--- src/rtl/rv_fetch_ctrl_if.sv ---
// Fetch-control bundle: redirect, aligner handshake, decode handoff, counters.
// master = fetch controller, slave = surrounding pipeline / aligner.
interface rv_fetch_ctrl_if;
  logic        i_flush;
  logic [31:0] i_flush_pc;
  logic        i_stall;
  logic        i_move;
  logic [31:0] i_pc_incr;
  logic        i_al_ready;
  logic [31:0] i_al_pc;
  logic [31:0] i_al_instr;
  logic        o_start;
  logic        o_pc_select;
  logic [31:0] o_pc;
  logic        o_valid;
  logic [31:0] o_dec_pc;
  logic [31:0] o_dec_instr;
  logic [31:0] o_perf_fetched;
  logic [15:0] o_perf_flushes;
  logic [31:0] o_perf_stalls;

  modport master (
    input  i_flush, i_flush_pc, i_stall, i_move, i_pc_incr,
    input  i_al_ready, i_al_pc, i_al_instr,
    output o_start, o_pc_select, o_pc,
    output o_valid, o_dec_pc, o_dec_instr,
    output o_perf_fetched, o_perf_flushes, o_perf_stalls
  );

  modport slave (
    output i_flush, i_flush_pc, i_stall, i_move, i_pc_incr,
    output i_al_ready, i_al_pc, i_al_instr,
    input  o_start, o_pc_select, o_pc,
    input  o_valid, o_dec_pc, o_dec_instr,
    input  o_perf_fetched, o_perf_flushes, o_perf_stalls
  );
endinterface

--- src/rtl/rv_fetch_ctrl.sv ---
// Fetch controller: PC sequencing, redirect FSM, 2-entry decode FIFO.
// Perf counters exist only when RV_FETCH_PERF_EN is defined.
module rv_fetch_ctrl #(
  parameter logic [31:0] RESET_VECTOR = 32'h0000_0000
) (
  input  logic             i_clk,
  input  logic             i_reset_n,
  rv_fetch_ctrl_if.master  bus
);

  typedef enum logic [1:0] {
    ST_RESET,
    ST_RUN,
    ST_FLUSH1,
    ST_FLUSH2
  } state_t;

  state_t      state, state_nx;
  logic        run, flush_acc, push, pop;
  logic [31:0] pc;
  logic [31:0] fq_pc  [2];
  logic [31:0] fq_ins [2];
  logic        rd_ptr, wr_ptr;
  logic [1:0]  count;
  logic        unused_flush_lsb;

  assign unused_flush_lsb = bus.i_flush_pc[0];

  assign run       = (state == ST_RUN);
  assign flush_acc = bus.i_flush & (state != ST_RESET);
  assign push      = bus.i_al_ready & run & ~flush_acc;
  assign pop       = bus.o_valid & ~bus.i_stall;

  always_comb begin
    state_nx = state;
    unique case (state)
      ST_RESET:  state_nx = ST_RUN;
      ST_RUN:    state_nx = ST_RUN;
      ST_FLUSH1: state_nx = ST_FLUSH2;
      ST_FLUSH2: state_nx = ST_RUN;
      default:   state_nx = ST_RESET;
    endcase
    if (flush_acc)
      state_nx = ST_FLUSH1;
  end

  always_ff @(posedge i_clk) begin
    if (!i_reset_n)
      state <= ST_RESET;
    else
      state <= state_nx;
  end

  always_ff @(posedge i_clk) begin
    if (!i_reset_n)
      pc <= RESET_VECTOR;
    else if (flush_acc)
      pc <= {bus.i_flush_pc[31:1], 1'b0};
    else if (bus.i_move && run)
      pc <= pc + bus.i_pc_incr;
  end

  // Storage needs no reset: entries are masked by count.
  always_ff @(posedge i_clk) begin
    if (push) begin
      fq_pc[wr_ptr]  <= bus.i_al_pc;
      fq_ins[wr_ptr] <= bus.i_al_instr;
    end
  end

  always_ff @(posedge i_clk) begin
    if (!i_reset_n || flush_acc) begin
      rd_ptr <= 1'b0;
      wr_ptr <= 1'b0;
      count  <= 2'd0;
    end else begin
      if (push)
        wr_ptr <= ~wr_ptr;
      if (pop)
        rd_ptr <= ~rd_ptr;
      count <= count + {1'b0, push} - {1'b0, pop};
    end
  end

  assign bus.o_pc        = pc;
  assign bus.o_pc_select = flush_acc;
  assign bus.o_valid     = (count != 2'd0);
  assign bus.o_dec_pc    = bus.o_valid ? fq_pc[rd_ptr]  : 32'h0;
  assign bus.o_dec_instr = bus.o_valid ? fq_ins[rd_ptr] : 32'h0;
  assign bus.o_start     = run & ~bus.i_flush &
                           ((count == 2'd0) |
                            ((count == 2'd1) & pop));

`ifdef RV_FETCH_PERF_EN
  logic [31:0] n_fetch;
  logic [15:0] n_flush;
  logic [31:0] n_stall;

  always_ff @(posedge i_clk) begin
    if (!i_reset_n) begin
      n_fetch <= 32'h0;
      n_flush <= 16'h0;
      n_stall <= 32'h0;
    end else begin
      if (pop && !flush_acc)
        n_fetch <= n_fetch + 32'd1;
      if (flush_acc)
        n_flush <= n_flush + 16'd1;
      if (bus.o_valid && bus.i_stall)
        n_stall <= n_stall + 32'd1;
    end
  end

  assign bus.o_perf_fetched = n_fetch;
  assign bus.o_perf_flushes = n_flush;
  assign bus.o_perf_stalls  = n_stall;
`else
  assign bus.o_perf_fetched = 32'h0;
  assign bus.o_perf_flushes = 16'h0;
  assign bus.o_perf_stalls  = 32'h0;
`endif

  a_no_push_full: assert property (
    @(posedge i_clk) disable iff (!i_reset_n)
      !(push && count == 2'd2)
  );

endmodule

--- src/flat_wrapper.sv ---
// flat-port wrapper written by rule: the top's interface ports become plain ports
module rv_fetch_ctrl_flat 
#(
  parameter logic [31:0] RESET_VECTOR = 32'h0000_0000
)
  (i_clk, i_reset_n, bus_i_flush, bus_i_flush_pc, bus_i_stall, bus_i_move, bus_i_pc_incr, bus_i_al_ready, bus_i_al_pc, bus_i_al_instr, bus_o_start, bus_o_pc_select, bus_o_pc, bus_o_valid, bus_o_dec_pc, bus_o_dec_instr, bus_o_perf_fetched, bus_o_perf_flushes, bus_o_perf_stalls);
  rv_fetch_ctrl_if bus_i ();
  input  logic i_clk;
  input  logic i_reset_n;
  input wire logic [$bits(bus_i.i_flush)-1:0] bus_i_flush;
  input wire logic [$bits(bus_i.i_flush_pc)-1:0] bus_i_flush_pc;
  input wire logic [$bits(bus_i.i_stall)-1:0] bus_i_stall;
  input wire logic [$bits(bus_i.i_move)-1:0] bus_i_move;
  input wire logic [$bits(bus_i.i_pc_incr)-1:0] bus_i_pc_incr;
  input wire logic [$bits(bus_i.i_al_ready)-1:0] bus_i_al_ready;
  input wire logic [$bits(bus_i.i_al_pc)-1:0] bus_i_al_pc;
  input wire logic [$bits(bus_i.i_al_instr)-1:0] bus_i_al_instr;
  output wire logic [$bits(bus_i.o_start)-1:0] bus_o_start;
  output wire logic [$bits(bus_i.o_pc_select)-1:0] bus_o_pc_select;
  output wire logic [$bits(bus_i.o_pc)-1:0] bus_o_pc;
  output wire logic [$bits(bus_i.o_valid)-1:0] bus_o_valid;
  output wire logic [$bits(bus_i.o_dec_pc)-1:0] bus_o_dec_pc;
  output wire logic [$bits(bus_i.o_dec_instr)-1:0] bus_o_dec_instr;
  output wire logic [$bits(bus_i.o_perf_fetched)-1:0] bus_o_perf_fetched;
  output wire logic [$bits(bus_i.o_perf_flushes)-1:0] bus_o_perf_flushes;
  output wire logic [$bits(bus_i.o_perf_stalls)-1:0] bus_o_perf_stalls;
  assign bus_i.i_flush = bus_i_flush;
  assign bus_i.i_flush_pc = bus_i_flush_pc;
  assign bus_i.i_stall = bus_i_stall;
  assign bus_i.i_move = bus_i_move;
  assign bus_i.i_pc_incr = bus_i_pc_incr;
  assign bus_i.i_al_ready = bus_i_al_ready;
  assign bus_i.i_al_pc = bus_i_al_pc;
  assign bus_i.i_al_instr = bus_i_al_instr;
  assign bus_o_start = bus_i.o_start;
  assign bus_o_pc_select = bus_i.o_pc_select;
  assign bus_o_pc = bus_i.o_pc;
  assign bus_o_valid = bus_i.o_valid;
  assign bus_o_dec_pc = bus_i.o_dec_pc;
  assign bus_o_dec_instr = bus_i.o_dec_instr;
  assign bus_o_perf_fetched = bus_i.o_perf_fetched;
  assign bus_o_perf_flushes = bus_i.o_perf_flushes;
  assign bus_o_perf_stalls = bus_i.o_perf_stalls;
  rv_fetch_ctrl #(.RESET_VECTOR(RESET_VECTOR)) u_core (.i_clk(i_clk), .i_reset_n(i_reset_n), .bus(bus_i));
endmodule
--- config.mk ---
export PLATFORM = sky130hd
export DESIGN_NAME = rv_fetch_ctrl_flat
export DESIGN_NICKNAME = d
export VERILOG_FILES = /design/src/rtl/rv_fetch_ctrl_if.sv /design/src/rtl/rv_fetch_ctrl.sv /design/src/flat_wrapper.sv
export SDC_FILE = /design/constraint.sdc
export NUM_CORES = 1
export LEC_CHECK = 0
export CORE_ASPECT_RATIO = 0.8
export CORE_MARGIN = 2
export CORE_UTILIZATION = 46
export CTS_BUF_LIST = sky130_fd_sc_hd__clkbuf_8
export DETAILED_ROUTE_END_ITERATION = 10
export PLACE_DENSITY = 0.82
export SLEW_MARGIN = 20
export SYNTH_ARGS = -nofsm -noshare
export SYNTH_HDL_FRONTEND = slang
export SYNTH_SLANG_ARGS = --single-unit
--- constraint.sdc ---
create_clock -name i_clk -period 6.4 [get_ports i_clk]
set_clock_uncertainty 0.1 [all_clocks]
set_input_delay 1.28 -clock i_clk [delete_from_list [all_inputs] [get_ports i_clk]]
set_output_delay 1.28 -clock i_clk [all_outputs]
set_load 0.05 [all_outputs]
Yosys cells after proc, flatten, opt, wreduce, memory -nomap -nowiden
Memories as Yosys holds them, arrays and structs flattened. A register that Yosys moved wholly into a read port is not among the register bits. Cells that the tools add are included.

Bitwise operators: 14. Eq/ne operators: 4. Muxes and demuxes: 12. Reduce and logical (&&, ||, !) cells: 10. Add/sub/neg operators: 3.

Operators with widths (number): 32-bit 2-to-1 mux (4); 32-bit adder (1); 1-bit bitwise AND (7); 1-bit 2-to-1 mux (6); 1-bit inverter (6); 2-bit nonzero test (3); 2-bit by 1-bit == test with 1-bit output (second input constant) (2); 2-bit == test (second input constant) (2); 2-bit logical NOT (2); 2-bit case mux with 2 select lines (1); 3-bit OR reduction (1); 2-bit by 1-bit adder with 2-bit output (1); 2-bit 2-to-1 mux (1); 2-bit OR reduction (1); 2-bit by 1-bit subtractor with 2-bit output (1); 1-bit logical AND (1); 1-bit logical NOT (1); 1-bit logical OR (1); 1-bit bitwise OR (1).

Output and inout bits: 179. Register bits: 38. Logic and storage cells: 52. Memory bits (writable): 128. Memories kept: 2.

Memory list: u_core.fq_ins (words 2, bits a word 32, read ports 1, clocked after memory_dff 1, wr ports 1, line rv_fetch_ctrl.sv:22) `logic [31:0] fq_ins [2];`; u_core.fq_pc (words 2, bits a word 32, read ports 1, clocked after memory_dff 1, wr ports 1, line rv_fetch_ctrl.sv:21) `logic [31:0] fq_pc [2];`.

Longest topological paths before layout
Depth in word-level cells: 6. Depth in mapped cells: 11. Mapped depth without buffers: 11.

Worst setup path before layout
No wires, ideal clock.

Path type: input-to-reg. Start: in bus_i_flush. End: mem u_core.fq_ins[0][0], enable pin. Path slack: 1.383 ns. Path buffers: 0. Setup time: 0.486 ns. Stages on the path: 3. Arrival time: 4.430 ns. Path through: nor3b_1 > nand2_1 > nor2_1.

Longest elaborated chain between the ends: 5.

RTL lines: from (decl) (line flat_wrapper.sv:10) `input wire logic [$bits(bus_i.i_flush)-1:0] bus_i_flush;`; 1-bit bitwise AND (line rv_fetch_ctrl.sv:30) `assign flush_acc = bus.i_flush & (state != ST_RESET);`; 1-bit inverter (line rv_fetch_ctrl.sv:31) `assign push = bus.i_al_ready & run & ~flush_acc;`; 1-bit bitwise AND (line rv_fetch_ctrl.sv:31); 1-bit 2-to-1 mux (line rv_fetch_ctrl.sv:65) `if (push) begin`; 1-bit 2-to-1 mux (implied by the code) (line rv_fetch_ctrl.sv:67) `fq_ins[wr_ptr] <= bus.i_al_instr;`; to (decl) (line rv_fetch_ctrl.sv:22).

No other way between the ends.

Final worst setup path
Start: in bus_i_flush. End: out bus_o_start.

Longest elaborated chain between the ends: 3.

RTL lines: 1-bit inverter (line rv_fetch_ctrl.sv:90) `assign bus.o_start = run & ~bus.i_flush &`; 1-bit bitwise AND (2 in series) (line rv_fetch_ctrl.sv:90); to (decl) (line flat_wrapper.sv:18) `output wire logic [$bits(bus_i.o_start)-1:0] bus_o_start;`.

No other way between the ends.

==> metrics.yaml <==
status: "finished, final reports clean"
dpl_worst_slack_ns: 1.76
grt_max_degree: 65
finalHoldViolCount: 0
start_util: 0.469
cap_violations: 0
antenna_found_initial: 0
cts-buffers-inserted: 17
critPathLaunch: "bus_i_flush"
crit_top_cell: "clkdlybuf4s50_1"
io_pins: 313
yosysWarnings: 0
post-place-cells: 1175
r2r_cells: 9
regArea_um2: 4630
slew_headroom: 0.371
gr-total-overflow: 0
clockRootBuffer: "clkbuf_8"
arrival_ns: 3.22
drv_slew: 0
hold_class: "reg2reg"
cts.path.max_buffers: 2
avgViaCountPerCell: 5.19
vias: 6265
syn2layout_area_growth_pct: 31.4
slowest_stage: "clkdlybuf4s50_1"
finalCriticalPeriod_ns: 4.60
max_freq_ghz: 0.217
cts_tree: "built"
critPathMaxFanout: 5
synthArstFlopShare: 0
die_h_um: 126
cts_hold_buf: 0
htree_levels: 4
tightest_slew_ns: 0.942
cp_slowest_stage_delay_ns: 0.84
worstPathRequired_ns: 5.02
die_area_um2: 19600
syn_area_per_cell_um2: 11.4
ant_nets: 0
start_kind: "input port"
drc: 0
cp-end-kind: "output pin"
syn_area_um2: 8500
drtIter0Drc: 418
reg2reg_from: "u_core.bus.o_pc[12]"
grt_pass1_vias: 5943
drive_gt1_frac: 0.0460
r2r-end: "u_core.bus.o_pc[31]"
synth_edf_count: 128
crit_path_end: "bus_o_start"
worstSetupPathType: "in2out"
path_cells: "clkdlybuf4s50_1 > nor3b_1 > and2_1 > clkdlybuf4s50_1"
synthFlopType: "edfxtp_1"
row_count: 44
gp_congestion: 0.925
dr.pass1.iters: 5
rsz0062_at_grt: "no"
r2r_slack_ns: 3.22
yosysUniqueCellTypes: 53
place_area_um2: 10700
ys_ff_latch: 167
ir_worst_vdd_uv: 145
yosysSeqAreaShare: 0.544
drt_wl_total_mm: 20.5
ctsResizeCount: 0
p_leak_uw: 0.00415
fillCellCount: 1448
fp.dieW_um: 156
core-area_um2: 18100
setup_violations: 0
powerDensity_nw_per_um2: 259
syn_inst: 743
post-cts-setup-buffers: 0
fin_cells: 1208
utilization: 0.617
path_clk_slew_ns: 0.08
dp_hpwl_mm: 14.6
layout_setup_ws_ns: 1.80
post-route-cell-area_um2: 11200
n_antenna_cell: 0
tns_ns: 0
fin_nets: 1133
grt_pass1_wl_mm: 31.3
wl_per_cell_um: 17.0
period_share: 0.719
cts_sinks: 167
clock_latency_ns: 0.45
multi_input_area_um2: 3410
io_buffers: 231
groute.usage.overall: 0.208
logic make-up after synthesis:
family                   after synthesis  share of synthesized area
adder cells (fa/ha/maj)               34                     0.0509
multiplexers                          65                     0.0765
flip-flops                           167                      0.544
buffers and inverters                129                     0.0927
XOR/XNOR                              29                     0.0299
other                                  1                   0.000441
AND/OR/NAND/NOR                      173                     0.0878
AO/OA/AOI/OAI                        145                      0.118
placed cells by master (no fill, tap or decap), types with 17 or more instances in the layout:
cell / n
ha_1: 33
clkbuf_8: 17
clkdlybuf4s50_1: 231
inv_1: 17
mux2i_1: 65
edfxtp_1: 128
dfxtp_1: 38
nor2_1: 101
nand2_1: 25
a21oi_1: 33
conb_1: 80
layer usage:
| metal | routed length [um] | vias up | global-route usage |
|---|---|---|---|
| li1 | - | 3006 | - |
| met1 | 8770 | 2956 | 0.270 |
| met2 | 9740 | 260 | 0.334 |
| met3 | 1280 | 43 | 0.0471 |
| met4 | 685 | 0 | 0.0912 |
| met5 | 0 | - | 0 |
state kept, by name, summed over array words and instances, names as in the netlist, named ones only:
| signal | flops |
|---|---|
| u_core.wr_ptr | 1 |
| u_core.rd_ptr | 1 |
| u_core.bus.o_pc | 32 |
| u_core.fq_pc | 64 |
| u_core.fq_ins | 64 |
| u_core.state | 1 |
| u_core.count | 2 |
cells in the mapped netlist (8+ instances only):
master | instances | area [um2]
a21o_1 | 15 | 113
clkbuf_1 | 24 | 90.1
o22ai_1 | 13 | 81.3
nand2_1 | 25 | 93.8
nor2_1 | 103 | 387
xor2_1 | 13 | 114
xnor2_1 | 16 | 140
ha_1 | 33 | 413
inv_1 | 16 | 60.1
edfxtp_1 | 128 | 3840
dfxtp_1 | 39 | 781
and3_1 | 9 | 56.3
mux2i_1 | 65 | 651
buf_4 | 80 | 601
nand3_1 | 13 | 65.1
a222oi_1 | 8 | 80.1
o21ai_1 | 14 | 70.1
a22oi_1 | 14 | 105
a21oi_1 | 33 | 165
final cells by class:
class | count | area share
clock buffer | 17 | 0.0209
sequential | 167 | 0.414
timing repair buffer | 237 | 0.212
inverter | 16 | 0.00537
tap | 230 | 0.0258
clock inverter | 15 | 0.0166
multi-input combinational | 526 | 0.305
per-stage QoR:
stage / power [uW] / hold slack (ns)
3_5_place_dp: 2120 / 0.377
2_1_floorplan: 1880 / 0.381
4_1_cts: 2910 / 0.390
6_report: 2900 / 0.385
3_3_place_gp: 2110 / 0.371
5_1_grt: 3020 / 0.413
how the worst min path moves through the flow:
stage,start,endpoint,cells after the start
after detailed placement,u_core.bus.o_pc[0],u_core.bus.o_pc[0],2
after floorplan,u_core.rd_ptr,register,2
after CTS,u_core.bus.o_pc[0],u_core.bus.o_pc[0],2
after global routing,u_core.bus.o_pc[0],u_core.bus.o_pc[0],2
after global placement,u_core.bus.o_pc[0],u_core.bus.o_pc[0],2
final,u_core.bus.o_pc[0],u_core.bus.o_pc[0],2
where the power goes:
part	total (uW)	internal [uW]	switching (uW)
sequential	1230	1200	30.2
clock	797	365	431
combinational	872	305	567
total	2900	1870	1030
critical path: cells and delay by family:
kind / cells / cell delay (ns)
simple gates: 2 / 0.63
buf+inv: 2 / 1.31
(Power assumes the default switching activity.)
